$ cat src/rtl/dilated_activation_cache_pkg.sv
`default_nettype none
// ============================================================================
// Package     : act_cache_pkg
// Description : Shared helpers for the dilated activation cache: history
//               depth, modular subtraction for non-power-of-two circular
//               buffers, and address-width derivation.
// Revision    : 1.0 - initial release
// ============================================================================
package act_cache_pkg;

    // Number of stored past samples needed to reach the oldest tap.
    function automatic int hist_depth(input int k, input int dil);
        return (k - 1) * dil;
    endfunction

    // (head - age) mod depth without relying on power-of-two wrap.
    // age never exceeds depth, so a single conditional add is enough.
    function automatic int wrap_sub(input int head, input int age, input int depth);
        return (head >= age) ? (head - age) : (head + depth - age);
    endfunction

    // Address width for a depth-entry array, never less than one bit.
    function automatic int addr_width(input int depth);
        return (depth > 1) ? $clog2(depth) : 1;
    endfunction

endpackage
`default_nettype wire

$ cat src/rtl/dilated_activation_cache_history_ram.sv
`default_nettype none
// ============================================================================
// Module      : dilated_history_ram
// Description : HIST-entry circular history of activation vectors with one
//               write port and KERNEL_SIZE-1 combinational read ports, one per
//               dilated age. Owns the write head.
// Ports       : clk, rst_n (async active-low), i_clear (flush head),
//               i_we (store i_wdata at head), i_wdata (D*W vector),
//               o_rd (read port j-1 returns sample of age j*DILATION)
// Revision    : 1.0 - initial release
// ============================================================================
module dilated_history_ram
    import act_cache_pkg::*;
#(
    parameter int W           = 16,
    parameter int D           = 2,
    parameter int KERNEL_SIZE = 4,
    parameter int DILATION    = 4
) (
    input  logic                             clk,
    input  logic                             rst_n,
    input  logic                             i_clear,
    input  logic                             i_we,
    input  logic [D*W-1:0]                   i_wdata,
    output logic [(KERNEL_SIZE-1)*D*W-1:0]   o_rd
);

    localparam int DW   = D * W;
    localparam int HIST = hist_depth(KERNEL_SIZE, DILATION);
    localparam int AW   = addr_width(HIST);
    localparam logic [AW-1:0] c_LAST = AW'(HIST - 1);

    typedef logic [DW-1:0] act_vec_t;

    act_vec_t        r_mem [HIST];
    logic [AW-1:0]   r_wh;

    always_ff @(posedge clk or negedge rst_n) begin
        if (!rst_n) begin
            r_wh <= '0;
        end else if (i_clear) begin
            r_wh <= '0;
        end else if (i_we) begin
            r_wh <= (r_wh == c_LAST) ? '0 : r_wh + 1'b1;
        end
    end

    // Contents are deliberately not reset; the top masks unfilled ages.
    always_ff @(posedge clk) begin
        if (i_we) begin
            r_mem[r_wh] <= i_wdata;
        end
    end

    // The age-HIST port addresses slot r_wh itself and sees the value
    // before this edge's write lands (read-before-write).
    for (genvar j = 1; j < KERNEL_SIZE; j++) begin : g_rd
        localparam int AGE = j * DILATION;
        assign o_rd[(j-1)*DW +: DW] = r_mem[AW'(wrap_sub(32'(r_wh), AGE, HIST))];
    end

endmodule
`default_nettype wire

$ cat src/rtl/dilated_activation_cache.sv
`default_nettype none
// ============================================================================
// Module      : dilated_activation_cache
// Description : Presents KERNEL_SIZE dilated taps (oldest first) of a stream
//               of D-channel activation vectors on every accepted input.
//               Taps older than the fill level are zeroed.
// Ports       : clk, rst (async active-low), clear (sync flush, beats
//               in_valid), in_valid/inp (new sample), out_valid (one-cycle
//               pulse), out (packed taps, tap 0 in LSBs = oldest)
// Revision    : 1.0 - initial release
// ============================================================================
module dilated_activation_cache
    import act_cache_pkg::*;
#(
    parameter int W           = 16,
    parameter int D           = 2,
    parameter int DILATION    = 4,
    parameter int KERNEL_SIZE = 4,
    parameter int ZERO_PAD    = 1
) (
    input  logic                           clk,
    input  logic                           rst,
    input  logic                           clear,
    input  logic                           in_valid,
    input  logic [D*W-1:0]                 inp,
    output logic                           out_valid,
    output logic [KERNEL_SIZE*D*W-1:0]     out
);

    localparam int DW   = D * W;
    localparam int HIST = hist_depth(KERNEL_SIZE, DILATION);
    localparam int FW   = $clog2(HIST + 1);
    localparam logic [FW-1:0] c_HIST_F = FW'(HIST);
    localparam bit c_ZP = (ZERO_PAD != 0);

    logic                               w_accept;
    logic [(KERNEL_SIZE-1)*DW-1:0]      w_rd;
    logic [KERNEL_SIZE*DW-1:0]          w_taps;

    logic [FW-1:0]                      r_fill;
    logic [KERNEL_SIZE*DW-1:0]          r_out;
    logic                               r_out_valid;

    assign w_accept = in_valid & ~clear;

    dilated_history_ram #(
        .W           (W),
        .D           (D),
        .KERNEL_SIZE (KERNEL_SIZE),
        .DILATION    (DILATION)
    ) u_hist (
        .clk     (clk),
        .rst_n   (rst),
        .i_clear (clear),
        .i_we    (w_accept),
        .i_wdata (inp),
        .o_rd    (w_rd)
    );

    // Tap k has age (KERNEL_SIZE-1-k)*DILATION; age 0 is the live input.
    for (genvar k = 0; k < KERNEL_SIZE; k++) begin : g_tap
        localparam int J   = KERNEL_SIZE - 1 - k;
        localparam int AGE = J * DILATION;
        if (J == 0) begin : g_newest
            assign w_taps[k*DW +: DW] = inp;
        end else begin : g_past
            assign w_taps[k*DW +: DW] = (r_fill >= FW'(AGE)) ? w_rd[(J-1)*DW +: DW] : '0;
        end
    end

    always_ff @(posedge clk or negedge rst) begin
        if (!rst) begin
            r_fill <= '0;
        end else if (clear) begin
            r_fill <= '0;
        end else if (w_accept && (r_fill != c_HIST_F)) begin
            r_fill <= r_fill + 1'b1;
        end
    end

    always_ff @(posedge clk or negedge rst) begin
        if (!rst) begin
            r_out       <= '0;
            r_out_valid <= 1'b0;
        end else begin
            // clear forces w_accept low, so it also kills the valid pulse.
            r_out_valid <= w_accept & (c_ZP | (r_fill == c_HIST_F));
            if (w_accept) begin
                r_out <= w_taps;
            end
        end
    end

    assign out       = r_out;
    assign out_valid = r_out_valid;

endmodule
`default_nettype wire

$ cat config.mk
export PLATFORM = sky130hd
export DESIGN_NAME = dilated_activation_cache
export DESIGN_NICKNAME = d
export VERILOG_FILES = /design/src/rtl/dilated_activation_cache_pkg.sv /design/src/rtl/dilated_activation_cache_history_ram.sv /design/src/rtl/dilated_activation_cache.sv
export SDC_FILE = /design/constraint.sdc
export NUM_CORES = 1
export LEC_CHECK = 0
export ABC_AREA = 1
export CAP_MARGIN = 25
export CORE_AREA = 10 10 216 218
export DETAILED_ROUTE_END_ITERATION = 8
export DIE_AREA = 0 0 226 228
export PLACE_DENSITY = 0.72
export SKIP_LAST_GASP = 1
export SLEW_MARGIN = 20
export SYNTH_ARGS = -nofsm -noshare
export SYNTH_HDL_FRONTEND = slang
export SYNTH_HIERARCHICAL = 1
export SYNTH_SLANG_ARGS = --single-unit
export TNS_END_PERCENT = 10
$ cat constraint.sdc
create_clock -name clk -period 9.2 [get_ports clk]
set_input_delay 1.84 -clock clk [delete_from_list [all_inputs] [get_ports clk]]
set_output_delay 1.84 -clock clk [all_outputs]
set_load 0.05 [all_outputs]
==> results by group <==
Status
  – Status: complete, no violations

Setup path
  – CP Capture Type: flop
  – Critical Path RT: 9.66 ns
  – CP Launch Type: primary input
  – Crit path max fanout: 79
  – Critical path type: in -> reg
  – Worst Path Arrival: 5.11 ns

Detailed routing
  – Post-route DRC: 0
  – Post-route ant nets: 0
  – Drt wl/cell: 20.0 um
  – WL final: 60200 um
  – Via count: 17100
  – Via density per instance: 5.69
  – First-pass DRT Iterations: 5
  – Detailed Route Iter0 Violations: 1662

GRT
  – Global-route wire length before repair: 94200 um
  – Grt ovf: 0
  – Vias in the first global route: 16900
  – Initial antenna violation count: 0
  – Pin count of the biggest net entering global routing: 101
  – Gr usage total: 0.231

Timing
  – RSZ-0062 raised after global routing: false
  – Worst slew margin: 0.285
  – Worst-Margin Slew: 1.07 ns
  – Final hold vios: 0
  – Fin Setup TNS: 0 ns
  – Fmax: 215 MHz
  – Setup violators final: 0
  – Period utilisation layout: 0.505
  – Clk_skew: 0.0138 ns
  – Count of pins over their slew limit: 0
  – Period minus WS final: 4.65 ns

Logic synthesis
  – Mapped Nets: 2353
  – Netlist Area Pre-Place: 0.0229 mm2
  – Post-synthesis cell count: 2307
  – Largest cells by area after synthesis: edfxtp_1, nand2_1, dfrtp_1
  – Post-synth cell types: 27
  – Sequential share of the synthesized area: 0.653
  – Area leader, netlist: edfxtp_1
  – Yosys reg bits: 521
  – Syn Area/Cell: 9.93 um2
  – Synth Warn #: 6
  – Share of the synthesized area in the top cell type: 0.503

CTS
  – CTS sink count: 521
  – Clock Tree Buf Depth: 3
  – PostCTS Resize Cnt: 0
  – Worst-skew pair later-pin latency: 0.59 ns
  – # H-tree levels: 2
  – CTS Hold Bufs: 0
  – Clk pin slew, worst setup/hold paths: 0.06 ns
  – Post-CTS setup buffer count: 0
  – CTS tree: yes
  – TritonCTS Buffers: 52
  – Clock root cell: clkbuf_16

Run
  – Max_cap viols: 0

Die
  – Starting Density: 0.539
  – Die W: 226 um
  – Die area: 0.0515 mm2
  – Core ar.: 0.0425 mm2
  – Ports: 165
  – Standard-cell rows: 76
  – Die height: 228 um

Power
  – Logic pwr share: 0.092
  – Switch Pwr: 1.24 mW
  – Maximum vdd ir drop: 0.131 mV
  – Switching Fraction: 0.235
  – Reg power frac: 0.488
  – P_int: 4.04 mW
  – Leakage power: 11.2 nW
  – Power Dens Cells: 198 mW/mm2
  – Clock share of power: 0.419

Place
  – HPWL Detailed: 35400 um
  – GPL Wtd Cong: 0.824
  – IO Port Bufs: 164
  – Post-Place Cell Area: 0.0248 mm2

Final layout
  – Fillers: 3277
  – Layout Nets: 2467
  – Area growth from synthesis to layout: 16.4%
  – Most frequent cells in the layout: nand2_1, edfxtp_1, nand3_1
  – Antenna cells: 0
  – Post-route cell area: 0.0267 mm2
  – Share of cells above drive strength 1: 0.0715
  – Leading cell type in the layout, fill and taps excluded: nand2_1

Worst hold path
  – HP Class: reg -> reg
-- power by group through the flow --
stage / Sequential (mW) / Clock (mW) / Combinational (mW)
global placement: 2.63 / 0 / 0.471
detailed placement: 2.63 / 0 / 0.482
floorplan: 2.70 / 0 / 0.251
CTS: 2.58 / 2.25 / 0.485
finish: 2.58 / 2.22 / 0.487
global route: 2.58 / 2.33 / 0.538
-- cell families after synthesis --
family	count (synthesis)	share of synthesized area
AO/OA/AOI/OAI	104	0.0258
buffers and inverters	193	0.0455
adder cells (fa/ha/maj)	10	0.00546
XOR/XNOR	2	0.000765
AND/OR/NAND/NOR	1477	0.269
flip-flops	521	0.653
-- cell type report --
cell class                      instances  area [um2]  area share
Clock buffer                           66        1390      0.0519
Clock inverter                         30         402      0.0151
Inverter                               55         215     0.00807
Multi-Input combinational cell       1593        7010       0.263
Sequential cell                       521       15000       0.561
Tap cell                              546         683      0.0256
Timing Repair Buffer                  198        2020      0.0756
-- critical path, stage by stage --
cell             delay, ns
clkdlybuf4s50_1       0.50
nor2_4                0.69
buf_4                 0.83
inv_4                 0.42
buf_4                 0.46
nand2_1               0.17
o21ai_1               0.08
-- stage by stage --
stage / instances / util / power (mW) / hold slack (ns) / setup slack (ns)
after detailed placement: 2911 / 0.584 / 3.11 / 0.458 / 3.98
after global placement: 2905 / 0.581 / 3.10 / 0.455 / 4.04
after floorplan: 2307 / - / 2.95 / 0.557 / 4.82
after global routing: 3009 / 0.627 / 5.46 / 0.486 / 4.32
final: 3009 / 0.627 / 5.29 / 0.472 / 4.55
after CTS: 3007 / 0.626 / 5.32 / 0.472 / 4.57
-- state kept, by name, summed over array words and instances, names as in the netlist --
| signal | flops |
|---|---|
| u_hist/r_mem | 384 |
| out | 128 |
| r_fill | 4 |
| u_hist/r_wh | 4 |
| out_valid | 1 |
-- cells in the mapped netlist --
master / n
dfrtp_1: 137
nand4_1: 2
clkbuf_1: 29
inv_6: 1
buf_6: 24
o21ai_2: 18
o21ai_1: 44
nand3_2: 25
clkinv_2: 1
ha_1: 10
buf_4: 16
o21ai_0: 39
inv_2: 3
a21oi_1: 1
buf_1: 20
xor2_1: 1
nor3_1: 2
buf_2: 48
nand2_1: 1036
inv_1: 50
buf_8: 1
nor2_4: 1
o22ai_1: 2
nor2_1: 45
xnor2_1: 1
nand3_1: 366
edfxtp_1: 384
-- path summary, 6_finish.rpt --
| path | slack, ns | to | depth (start not counted) | from |
|---|---|---|---|---|
| setup / recovery | 4.55 | out[3] | 7 | clear |
| hold / removal | 0.47 | out[123] | 2 | out[123] |
| setup reg to reg | 5.51 | out[75] | 9 | u_hist/r_wh[1] |
| hold reg to reg | 0.47 | out[123] | 2 | out[123] |
| max in group asynchronous | 6.61 | out[45] | 2 | rst |
| min in group asynchronous | 1.29 | out[67] | 1 | rst |
-- layer usage --
| metal | share of wire | up-vias | wire length (um) | GRT usage |
|---|---|---|---|---|
| met1 | 0.40 | 8253 | 24300 | 0.305 |
| met2 | 0.48 | 814 | 28900 | 0.379 |
| met4 | 0.025 | 0 | 1490 | 0.0716 |
| met3 | 0.090 | 111 | 5420 | 0.0431 |
| met5 | 0 | - | 0 | 0 |
| li1 | - | 7951 | - | - |
Power figures use the tool's default switching activity.
==> variant: new RTL, same settings <==
`DILATION` is set to 4 in 2 places; all go to 2.
--- a/src/rtl/dilated_activation_cache_history_ram.sv
+++ b/src/rtl/dilated_activation_cache_history_ram.sv
@@ -15,7 +15,7 @@
     parameter int W           = 16,
     parameter int D           = 2,
     parameter int KERNEL_SIZE = 4,
-    parameter int DILATION    = 4
+    parameter int DILATION    = 2
 ) (
     input  logic                             clk,
     input  logic                             rst_n,
--- a/src/rtl/dilated_activation_cache.sv
+++ b/src/rtl/dilated_activation_cache.sv
@@ -14,7 +14,7 @@
 #(
     parameter int W           = 16,
     parameter int D           = 2,
-    parameter int DILATION    = 4,
+    parameter int DILATION    = 2,
     parameter int KERNEL_SIZE = 4,
     parameter int ZERO_PAD    = 1
 ) (
Behaviour: not the same (Yosys sat finds a counterexample within 4 cycles, from zero or initial values and one cycle with rst low).
==> variant against the original RTL <==
  * Worst setup slack better by 0.12 ns
  * Sequential power is 37% lower
  * First-iteration DRC count is 18% lower
  * Utilization is 20 points lower
  * Wire length is 24% lower
  * Total power is 29% lower
  * Synthesized area is 35% lower
  * Final area is 31% lower
  * Combinational power is 27% higher
  * Count of clock-buffer cells in the layout is 19 lower
  * Sequential cell count is 194 lower
  * Largest power group unchanged
==> variant: results (changes against the original RTL) <==
status finished, final reports clean; final WL 45500 um (-24%); Synth Net Count 1706 (-27%); layout cells sized above 1 5.88% (-1.3 points); Critical Path Max Stage Delay 0.88 ns (+0.05 ns); combinational power 618 uW (+27%); reg-to-reg startpoint u_hist/r_wh[0]; Largest register FFs 192 (-50%); Yosys warnings 6 (unchanged); largest net degree at the start of global routing 162 (+60%); CTS Buf Count 36 (-31%); Worst-Skew Late Latency 0.54 ns (-0.05 ns); P_leak 7.94 nW (-29%); CP max stage cell nor2_4; worst hold slack 0.478 ns (+0.00637 ns); area of the multi-input gates 0.00500 sq mm (-29%); syn avg cell area 8.98 sq um (-9.6%); register area share after synthesis 61.2% (-4.1 points); filler instances 3972 (+21%); first-pass GRT wire length 69600 um (-26%); DRT Pass-1 Iters 7 (+2); crit path launch in_valid; H-tree levels 2 (unchanged); fin crit share 49.2% (-1.3 points); post-DP HPWL 28600 um (-19%); Max Fanout on Critical Path 58 (-27%); Top reg by flops u_hist/r_mem; number of global-route vias before repair 12089 (-28%); synth top area cells edfxtp_1 (39%), dfrtp_1 (23%), nand2_1 (17%); DRT iter0 DRCs 1359 (-18%); async set or reset register ratio after synthesis 41.3% (+15 points); placed insts 2279 (-22%); clock power share 40.1% (-1.8 points); Worst Hold End out[23]; Register-to-Register Path Depth 11 (+2); Post-synth top cells nand2_1 (692), nand3_1 (328), edfxtp_1 (192), dfrtp_1 (135), o21ai_0 (95); Unique masters post-synth 25 (-7.4%); Layout Nets 1817 (-26%); Peak VDD IR 0.000103 V (-21%); vias 12380 (-28%); endpoint of the worst setup timing path u_hist/r_mem[3][2]; r2r setup slk 4.69 ns (-0.82 ns); Max Clock Skew 0.0310 ns (+0.0172 ns); Post-synth EDFFs 192 (-50%); Hold Path Origin out[23]; Worst EP arrival 4.66 ns (-0.45 ns); Placed Instance Area 0.0170 sq mm (-32%); NetSw 1.08 mW (-14%)
variant: cell type report:
| class | count | area share [%] |
|---|---|---|
| Tap cell | 546 | 3.74 |
| Timing Repair Buffer | 185 | 10.3 |
| Clock buffer | 47 | 5.61 |
| Inverter | 82 | 1.68 |
| Multi-Input combinational cell | 1143 | 27.4 |
| Sequential cell | 327 | 50.0 |
| Clock inverter | 19 | 1.20 |
variant: kinds of logic (layout without fill, tap and decap cells):
group	count (synthesis)	after routing	share of synthesized area, %
and+or+nand+nor	1035	1035	28.9
DFF	327	327	61.2
buffers and inverters	194	333	5.94
AOI/OAI and AO/OA	102	102	3.49
adders and majority gates	6	6	0.502
variant: layer usage:
layer  GRT usage [%]  vias to the layer above  share of wire, %
met5               0                        -                 0
met4            6.25                        0               3.1
met3            4.14                      146               9.9
met2            26.8                      715                46
met1            22.4                     5802                41
li1                -                     5717                 -
variant: worst max-delay path: cells and delay by family:
kind          cells  cell delay [ns]
buf+inv           4             1.53
simple gates      3             1.26
